<file path="src/rtl/bcd_time_counter.sv">
// HH:MM:SS timekeeping core: 1 s prescaler, six BCD digit counters and a range-checked set port.
// Optional CLOCK_12H_EN macro converts the displayed hour to 12 h format and drives pm.
module bcd_time_counter #(
  parameter int DIV = 50_000_000
) (
  input  logic       clk,
  input  logic       rst_n,
  input  logic       run,
  input  logic       set_valid,
  input  logic [7:0] set_hours,
  input  logic [7:0] set_minutes,
  output logic       set_err,
  output logic [3:0] sec_units,
  output logic [3:0] sec_tens,
  output logic [3:0] min_units,
  output logic [3:0] min_tens,
  output logic [3:0] hour_units,
  output logic [3:0] hour_tens,
  output logic       pm,
  output logic       sec_tick,
  output logic       day_roll
);

  localparam int PW = (DIV > 2) ? $clog2(DIV) : 1;
  localparam logic [PW-1:0] LAST = PW'(DIV - 1);

  logic [PW-1:0] presc, presc_nxt;
  logic [3:0] hr_units, hr_tens;
  logic [3:0] su_nxt, st_nxt, mu_nxt, mt_nxt, hu_nxt, ht_nxt;
  logic       err_nxt, tick_nxt, roll_nxt;
  logic       set_ok, tick;

  assign set_ok = (set_hours[3:0] <= 4'd9) && (set_hours[7:4] <= 4'd9) &&
                  (set_minutes[3:0] <= 4'd9) && (set_minutes[7:4] <= 4'd9) &&
                  (set_hours <= 8'h23) && (set_minutes <= 8'h59);
  assign tick = run && (presc == LAST);

  // A set strobe always takes priority over a coincident tick; a rejected set freezes everything.
  always_comb begin
    presc_nxt = presc;
    su_nxt    = sec_units;
    st_nxt    = sec_tens;
    mu_nxt    = min_units;
    mt_nxt    = min_tens;
    hu_nxt    = hr_units;
    ht_nxt    = hr_tens;
    err_nxt   = 1'b0;
    tick_nxt  = 1'b0;
    roll_nxt  = 1'b0;
    if (set_valid) begin
      if (set_ok) begin
        presc_nxt = '0;
        su_nxt    = 4'd0;
        st_nxt    = 4'd0;
        mu_nxt    = set_minutes[3:0];
        mt_nxt    = set_minutes[7:4];
        hu_nxt    = set_hours[3:0];
        ht_nxt    = set_hours[7:4];
      end else begin
        err_nxt = 1'b1;
      end
    end else if (tick) begin
      presc_nxt = '0;
      tick_nxt  = 1'b1;
      if (sec_units != 4'd9) su_nxt = sec_units + 4'd1;
      else begin
        su_nxt = 4'd0;
        if (sec_tens != 4'd5) st_nxt = sec_tens + 4'd1;
        else begin
          st_nxt = 4'd0;
          if (min_units != 4'd9) mu_nxt = min_units + 4'd1;
          else begin
            mu_nxt = 4'd0;
            if (min_tens != 4'd5) mt_nxt = min_tens + 4'd1;
            else begin
              mt_nxt = 4'd0;
              if (hr_tens == 4'd2 && hr_units == 4'd3) begin
                ht_nxt   = 4'd0;
                hu_nxt   = 4'd0;
                roll_nxt = 1'b1;
              end else if (hr_units == 4'd9) begin
                hu_nxt = 4'd0;
                ht_nxt = hr_tens + 4'd1;
              end else begin
                hu_nxt = hr_units + 4'd1;
              end
            end
          end
        end
      end
    end else if (run) begin
      presc_nxt = presc + 1'b1;
    end
  end

  always_ff @(posedge clk or negedge rst_n) begin
    if (!rst_n) begin
      presc     <= '0;
      sec_units <= 4'd0;
      sec_tens  <= 4'd0;
      min_units <= 4'd0;
      min_tens  <= 4'd0;
      hr_units  <= 4'd0;
      hr_tens   <= 4'd0;
      set_err   <= 1'b0;
      sec_tick  <= 1'b0;
      day_roll  <= 1'b0;
    end else begin
      presc     <= presc_nxt;
      sec_units <= su_nxt;
      sec_tens  <= st_nxt;
      min_units <= mu_nxt;
      min_tens  <= mt_nxt;
      hr_units  <= hu_nxt;
      hr_tens   <= ht_nxt;
      set_err   <= err_nxt;
      sec_tick  <= tick_nxt;
      day_roll  <= roll_nxt;
    end
  end

`ifdef CLOCK_12H_EN
  logic [4:0] hour_bin;
  logic [4:0] disp_bin;

  // Display hour is derived from the next internal hour so it lands on the same edge.
  always_comb begin
    hour_bin = 5'(ht_nxt) * 5'd10 + 5'(hu_nxt);
    if (hour_bin == 5'd0)       disp_bin = 5'd12;
    else if (hour_bin > 5'd12)  disp_bin = hour_bin - 5'd12;
    else                        disp_bin = hour_bin;
  end

  always_ff @(posedge clk or negedge rst_n) begin
    if (!rst_n) begin
      hour_units <= 4'd0;
      hour_tens  <= 4'd0;
      pm         <= 1'b0;
    end else begin
      hour_units <= 4'(disp_bin % 5'd10);
      hour_tens  <= 4'(disp_bin / 5'd10);
      pm         <= (hour_bin >= 5'd12);
    end
  end
`else
  assign hour_units = hr_units;
  assign hour_tens  = hr_tens;
  assign pm         = 1'b0;
`endif

endmodule

</file>
<file path="config.mk">
export PLATFORM = sky130hd
export DESIGN_NAME = bcd_time_counter
export DESIGN_NICKNAME = d
export VERILOG_FILES = /design/src/rtl/bcd_time_counter.sv
export SDC_FILE = /design/constraint.sdc
export NUM_CORES = 1
export LEC_CHECK = 0
export CORE_ASPECT_RATIO = 0.5
export CORE_MARGIN = 4
export CORE_UTILIZATION = 35
export CTS_BUF_LIST = sky130_fd_sc_hd__clkbuf_16
export DETAILED_ROUTE_END_ITERATION = 12
export HOLD_SLACK_MARGIN = 0.1
export PLACE_DENSITY = 0.57
export SYNTH_ARGS = -nofsm -noshare
export SYNTH_HDL_FRONTEND = slang
export SYNTH_SLANG_ARGS = --single-unit
</file>
<file path="constraint.sdc">
create_clock -name clk -period 2.25 [get_ports clk]
set_input_delay 0.45 -clock clk [delete_from_list [all_inputs] [get_ports clk]]
set_output_delay 0.45 -clock clk [all_outputs]
set_load 0.05 [all_outputs]
</file>
==> results of run 1 <==
-- worst min path at each step --
stage	start	slack [ps]	cells past startpoint	endpoint
global route	rst_n	330	2	presc[17]
CTS	rst_n	310	2	presc[17]
global placement	presc[1]	500	2	presc[1]
finish	rst_n	280	2	presc[18]
detailed placement	presc[0]	520	1	presc[0]
floorplan	rst_n	150	0	day_roll
-- power by group --
| group | switching [mW] | internal [mW] | total (mW) |
|---|---|---|---|
| Clock | 0.346 | 0.403 | 0.750 |
| Combinational | 0.426 | 0.274 | 0.700 |
| Sequential | 0.0674 | 1.01 | 1.08 |
-- cell type report --
type / instances / area, sq um / share of cell area
sequential: 53 / 1326 / 0.2958
inverter: 12 / 45.04 / 0.01004
tap: 112 / 140.1 / 0.03125
multi-input combinational: 265 / 1888 / 0.4210
clock inverter: 2 / 11.26 / 0.002511
clock buffer: 5 / 125.1 / 0.02790
timing repair buffer: 106 / 948.4 / 0.2115
-- logic make-up after synthesis --
logic type,Yosys count
AO/OA/AOI/OAI,84
multiplexers,4
flip-flops,53
other,1
adder cells (fa/ha/maj),9
XOR/XNOR,18
AND/OR/NAND/NOR,149
buffers and inverters,26
-- layout by cell type, fill, tap and decap left out, drive strengths merged, types with 10 or more instances in the layout --
| cell | count |
|---|---|
| nor2 | 31 |
| nor3 | 18 |
| xnor2 | 11 |
| nand3 | 17 |
| nand2 | 28 |
| inv | 12 |
| dfrtp | 53 |
| a21oi | 16 |
| o21ai | 34 |
| buf | 61 |
| nand4 | 10 |
| clkdlybuf4s50 | 45 |
-- worst max-delay path, cell delays in order, from the launching register on --
cell and delay [ps]:
dfrtp_1 370, or4b_1 510, or4_4 510, nor2_4 140, nand2_2 70, or4_1 510
a21oi_1 150
-- state kept, by name (all words and copies together) (netlist names) --
| signal | cells |
|---|---|
| sec_units | 4 |
| hour_tens | 4 |
| day_roll | 1 |
| set_err | 1 |
| presc | 26 |
| sec_tens | 4 |
| min_units | 4 |
| sec_tick | 1 |
| hour_units | 4 |
| min_tens | 4 |
-- per-stage QoR --
step	instances	power, mW
3_3_place_gp	542	1.744
3_5_place_dp	542	1.761
6_report	555	2.528
5_1_grt	555	2.653
4_1_cts	551	2.530
2_1_floorplan	344	1.471
-- timing repair --
| action | CTS | global route |
|---|---|---|
| endpoints found under the setup margin | 21 | 46 |
| pin swaps | 0 | 13 |
| buffers inserted | 2 | 4 |
| gates resized for setup | 22 | 44 |
-- routing by layer --
metal  part of all wire  vias up  global-route usage  wire length [um]
li1                   -     1465                   -                 -
met4              0.011        0             0.04619                94
met3              0.040        9             0.03468               352
met1               0.46     1437              0.2125              4017
met2               0.49       52              0.3077              4328
met5                  0        -                   0                 0
==> results.txt, run 1 <==
Worst-path clk slew: 70 ps
# setup viols final: 7
hold_ws: 277.1 ps
Core Util, Final: 0.5429
Synth Area in XOR/XNOR: 0.05137
PortBufs: 46
worst path required time: 2470 ps
largest family of logic cells by synthesized area: simple AND/OR/NAND/NOR gates
grt ovf: 0
Area Growth Syn to Fin: 46.11%
final hold vios: 0
pin count of the biggest net entering global routing: 54
leakage power: 1.873 nW
synthesized net count: 373
WP data arrival: 2550 ps
Critical Path End Type: flop
share of synthesized registers carrying an async set or reset: 1.000
starting density of the core: 0.3716
Final WS setup: -84.49 ps
vias: 2963
Synth top cells by count: 53 x dfrtp_1, 30 x nor2_1, 30 x o21ai_0
layout cells sized above 1: 0.2438
Worst R2R Setup Slack: -80 ps
top_reg_cell synth: dfrtp_1
Design Area, Final: 0.004484 sq mm
DR iter-0 viols: 159
first-pass GRT wire length: 14380 um
H-tree levels: 2
total CTS buffers: 5
multiplexer share of the synthesized area: 0.01345
DP HPWL: 6519 um
failing checks: negative setup slack
GRT Util Overall: 0.1703
total length of routed wires: 8793 um
Synth Area in Adders: 0.03669
largest cells by area after synthesis: dfrtp_1 43%, o21ai_0 4.9%, ha_1 3.7%
count leader, synth: dfrtp_1
root buf cell: clkbuf_16
Yosys reg bits: 53
number of I/O pins: 48
Post-Syn Instances: 344
Die ar.: 0.01042 sq mm
Worst Tran Pin Value: 693.3 ps
clock tree buffer depth: 2
critical path type: flop to flop
worst r2r src: presc[16]
GPL Wtd Cong: 0.8696
largest fanout on the critical path: 4
FMAX: 428.4 MHz
Tightest Hold Check Type: primary input to asynchronous set/reset pin
Synth Area in Compound Gates: 0.1700
Routed wire per std cell: 15.84 um
n_diodes: 0
ANT nets after route: 0
initial antenna violation count: 0
Die H: 74.22 um
vias in the first global route: 2993
via-per-instance ratio: 5.339
r2r endpoint: sec_tens[3]
Netlist cell types: 59
Final Skew: 7.608 ps
hold_buf cts: 0
max-slew violation count: 0
Worst Reg-to-Reg Cells: 6
Post-synth EDFFs: 0
fillcell total: 740
Peak VDD IR: 0.4451 mV
Place WS: -440.2 ps
RSZ-0062 raised after global routing: true
CTS Sinks: 53
Die W: 140.4 um
synthesized cell area: 0.003069 sq mm
final worst path period share: 1.038
Clk Latency, worst-skew pair: 290 ps
Final min period: 2334 ps
number of detailed-routing iterations run before antenna repair: 5
Synth warnings: 0
status: finished, violations left
Seq/Total Area, Yosys: 0.4321
final setup TNS: -245.3 ps
TritonCTS clock tree: done
# rows: 23
launch point of the critical path: presc[16]
Synth Area per Inst: 8.922 sq um
max_slew headroom: 0.5378
startpoint types: flop
Core ar.: 0.008259 sq mm
DRC: 0
fin nets: 472
Power per Cell Area: 563.7 mW/mm^2
worst setup path endpoint: sec_tens[3]
post-placement cell area: 0.004036 sq mm
maxcap violations: 0
Post-Synth Simple-Gate Area: 0.2609
Synth area leader: dfrtp_1
Synth top area share: 0.4321
Note: power is estimated with default switching activity, not from simulation.
==> run 2: changes to the inputs <==
--- a/config.mk
+++ b/config.mk
@@ -11,7 +11,6 @@
 export CTS_BUF_LIST = sky130_fd_sc_hd__clkbuf_16
 export DETAILED_ROUTE_END_ITERATION = 12
 export HOLD_SLACK_MARGIN = 0.1
-export PLACE_DENSITY = 0.57
 export SYNTH_ARGS = -nofsm -noshare
 export SYNTH_HDL_FRONTEND = slang
 export SYNTH_SLANG_ARGS = --single-unit
==> results.txt, run 2 (synthesis results as in run 1) <==
root buf cell: clkbuf_16 (unchanged)
commonest non-fill, non-tap cell in the layout: buf_4 (was dfrtp_1)
GPL Wtd Cong: 0.8025 (was 0.8696)
layout cells sized above 1: 0.2522 (was 0.2438)
GRT Util Overall: 0.1640 (was 0.1703)
fillcell total: 710 (was 740)
grt ovf: 0 (unchanged)
WP data arrival: 2580 ps (was 2550 ps)
commonest non-fill, non-tap cells in the layout: 54 x buf_4, 53 x dfrtp_1, 45 x clkdlybuf4s50_1 (was 53 x dfrtp_1, 52 x buf_4, 45 x clkdlybuf4s50_1)
largest fanout on the critical path: 4 (unchanged)
Worst Tran Pin Value: 611.1 ps (was 693.3 ps)
startpoint types: flop (unchanged)
final worst path period share: 1.047 (was 1.038)
leakage power: 1.911 nW (was 1.873 nW)
Area Growth Syn to Fin: 47.70% (was 46.11%)
total length of routed wires: 8587 um (was 8793 um)
clock tree buffer depth: 2 (unchanged)
Critical Path End Type: flop (unchanged)
# setup viols final: 11 (was 7)
status: finished, violations left (unchanged)
Tightest Hold Check Type: primary input to asynchronous set/reset pin (unchanged)
max_slew headroom: 0.5914 (was 0.5378)
number of I/O pins: 48 (unchanged)
Core Util, Final: 0.5489 (was 0.5429)
maxcap violations: 0 (unchanged)
Core ar.: 0.008259 sq mm (unchanged)
Top reg by flops: presc (unchanged)
TritonCTS clock tree: done (unchanged)
Power per Cell Area: 563.0 mW/mm^2 (was 563.7 mW/mm^2)
# rows: 23 (unchanged)
Final WS setup: -105.6 ps (was -84.49 ps)
vias in the first global route: 2923 (was 2993)
Clk Latency, worst-skew pair: 300 ps (was 290 ps)
first-pass GRT wire length: 13880 um (was 14380 um)
Die W: 140.4 um (unchanged)
total CTS buffers: 5 (unchanged)
hold_buf cts: 0 (unchanged)
critical path type: flop to flop (unchanged)
ANT nets after route: 0 (unchanged)
r2r endpoint: sec_tens[3] (unchanged)
Peak VDD IR: 0.3946 mV (was 0.4451 mV)
n_diodes: 0 (unchanged)
FMAX: 424.5 MHz (was 428.4 MHz)
pin count of the biggest net entering global routing: 27 (was 54)
RSZ-0062 raised after global routing: true (unchanged)
CTS Sinks: 53 (unchanged)
worst path required time: 2470 ps (about the same)
final hold vios: 0 (unchanged)
Die H: 74.22 um (unchanged)
Routed wire per std cell: 15.33 um (was 15.84 um)
starting density of the core: 0.3716 (unchanged)
launch point of the critical path: presc[16] (unchanged)
Final min period: 2356 ps (was 2334 ps)
Worst R2R Setup Slack: -110 ps (was -80 ps)
DRC: 0 (unchanged)
H-tree levels: 2 (unchanged)
max-slew violation count: 0 (unchanged)
worst r2r src: presc[16] (unchanged)
PortBufs: 46 (unchanged)
initial antenna violation count: 0 (unchanged)
via-per-instance ratio: 5.384 (was 5.339)
DP HPWL: 6371 um (was 6519 um)
Largest register FFs: 26 (unchanged)
Die ar.: 0.01042 sq mm (unchanged)
Worst Reg-to-Reg Cells: 6 (unchanged)
failing checks: negative setup slack (unchanged)
Worst-path clk slew: 70 ps (about the same)
vias: 3015 (was 2963)
fin nets: 476 (was 472)
DR iter-0 viols: 134 (was 159)
number of detailed-routing iterations run before antenna repair: 4 (was 5)
Final Skew: 4.677 ps (was 7.608 ps)
final setup TNS: -299.5 ps (was -245.3 ps)
-- run 2: changes by cell type in the layout (fill, tap and decap cells not counted), sizes merged --
cell,previous run,this run
clkinv,1,0
inv,12,14
buf,61,65
-- run 2: critical path, stage by stage, from the launching register on --
cell	delay, ps
dfrtp_1	370
or4b_1	530
or4_4	510
nor2_4	150
nand2_2	70
or4_1	500
a21oi_1	140
-- run 2: power by group --
part	total [mW]	switching [mW]	internal, mW
clock network	0.753	0.348	0.405
registers	1.09	0.0739	1.01
logic	0.714	0.430	0.284
total	2.55	0.852	1.70
-- run 2: final cells by class --
| cell class | count | area (sq um) | share of cell area |
|---|---|---|---|
| clock buffer | 5 | 125.1 | 0.02760 |
| clock inverter | 3 | 15.01 | 0.003312 |
| inverter | 12 | 45.04 | 0.009937 |
| multi-input combinational | 265 | 1896 | 0.4182 |
| sequential | 53 | 1326 | 0.2926 |
| tap | 112 | 140.1 | 0.03091 |
| timing repair buffer | 110 | 985.9 | 0.2175 |
-- run 2: how the worst max path moves through the flow --
stage	to	depth (start not counted)	slack [ps]
2_1_floorplan	sec_tens[3]	6	-10
3_3_place_gp	presc[15]	8	-340
3_5_place_dp	sec_tens[2]	9	-390
4_1_cts	sec_tens[3]	6	-90
5_1_grt	sec_tens[3]	6	-170
6_report	sec_tens[3]	6	-110
-- run 2: per-stage QoR --
| stage | hold WS [ps] | std cells | power [mW] | instance area [sq um] | setup WS, ps |
|---|---|---|---|---|---|
| floorplan | 154.4 | 344 | 1.471 | 3093 | -13.58 |
| global placement | 483.1 | 544 | 1.752 | 4064 | -342.2 |
| detailed placement | 484.7 | 544 | 1.767 | 4064 | -387.5 |
| CTS | 171.3 | 553 | 2.532 | 4275 | -87.55 |
| global route | 195.1 | 560 | 2.673 | 4533 | -169.7 |
| finish | 155.2 | 560 | 2.552 | 4533 | -105.6 |
-- run 2: repair_timing --
action / in CTS / in global routing
endpoints found under the setup margin: 17 / 42
buffers inserted: 1 / 7
gates resized for setup: 13 / 55
cloned: 0 / 0
pin swaps: 0 / 17
-- run 2: metal layers --
| layer | vias to the layer above | track usage | wire length (um) |
|---|---|---|---|
| met5 | - | 0 | 0 |
| met4 | 0 | 0.04511 | 98 |
| met3 | 8 | 0.03083 | 258 |
| met2 | 51 | 0.2855 | 4145 |
| met1 | 1482 | 0.2142 | 4084 |
| li1 | 1474 | - | - |
==> run 3: changes to the inputs <==
--- a/config.mk
+++ b/config.mk
@@ -10,6 +10,7 @@
 export CORE_UTILIZATION = 35
 export CTS_BUF_LIST = sky130_fd_sc_hd__clkbuf_16
 export DETAILED_ROUTE_END_ITERATION = 12
+export GPL_ROUTABILITY_DRIVEN = 0
 export HOLD_SLACK_MARGIN = 0.1
 export SYNTH_ARGS = -nofsm -noshare
 export SYNTH_HDL_FRONTEND = slang
==> results of run 3 <==
Same layout as run 2: the final DEF is identical, and so are final timing and power.
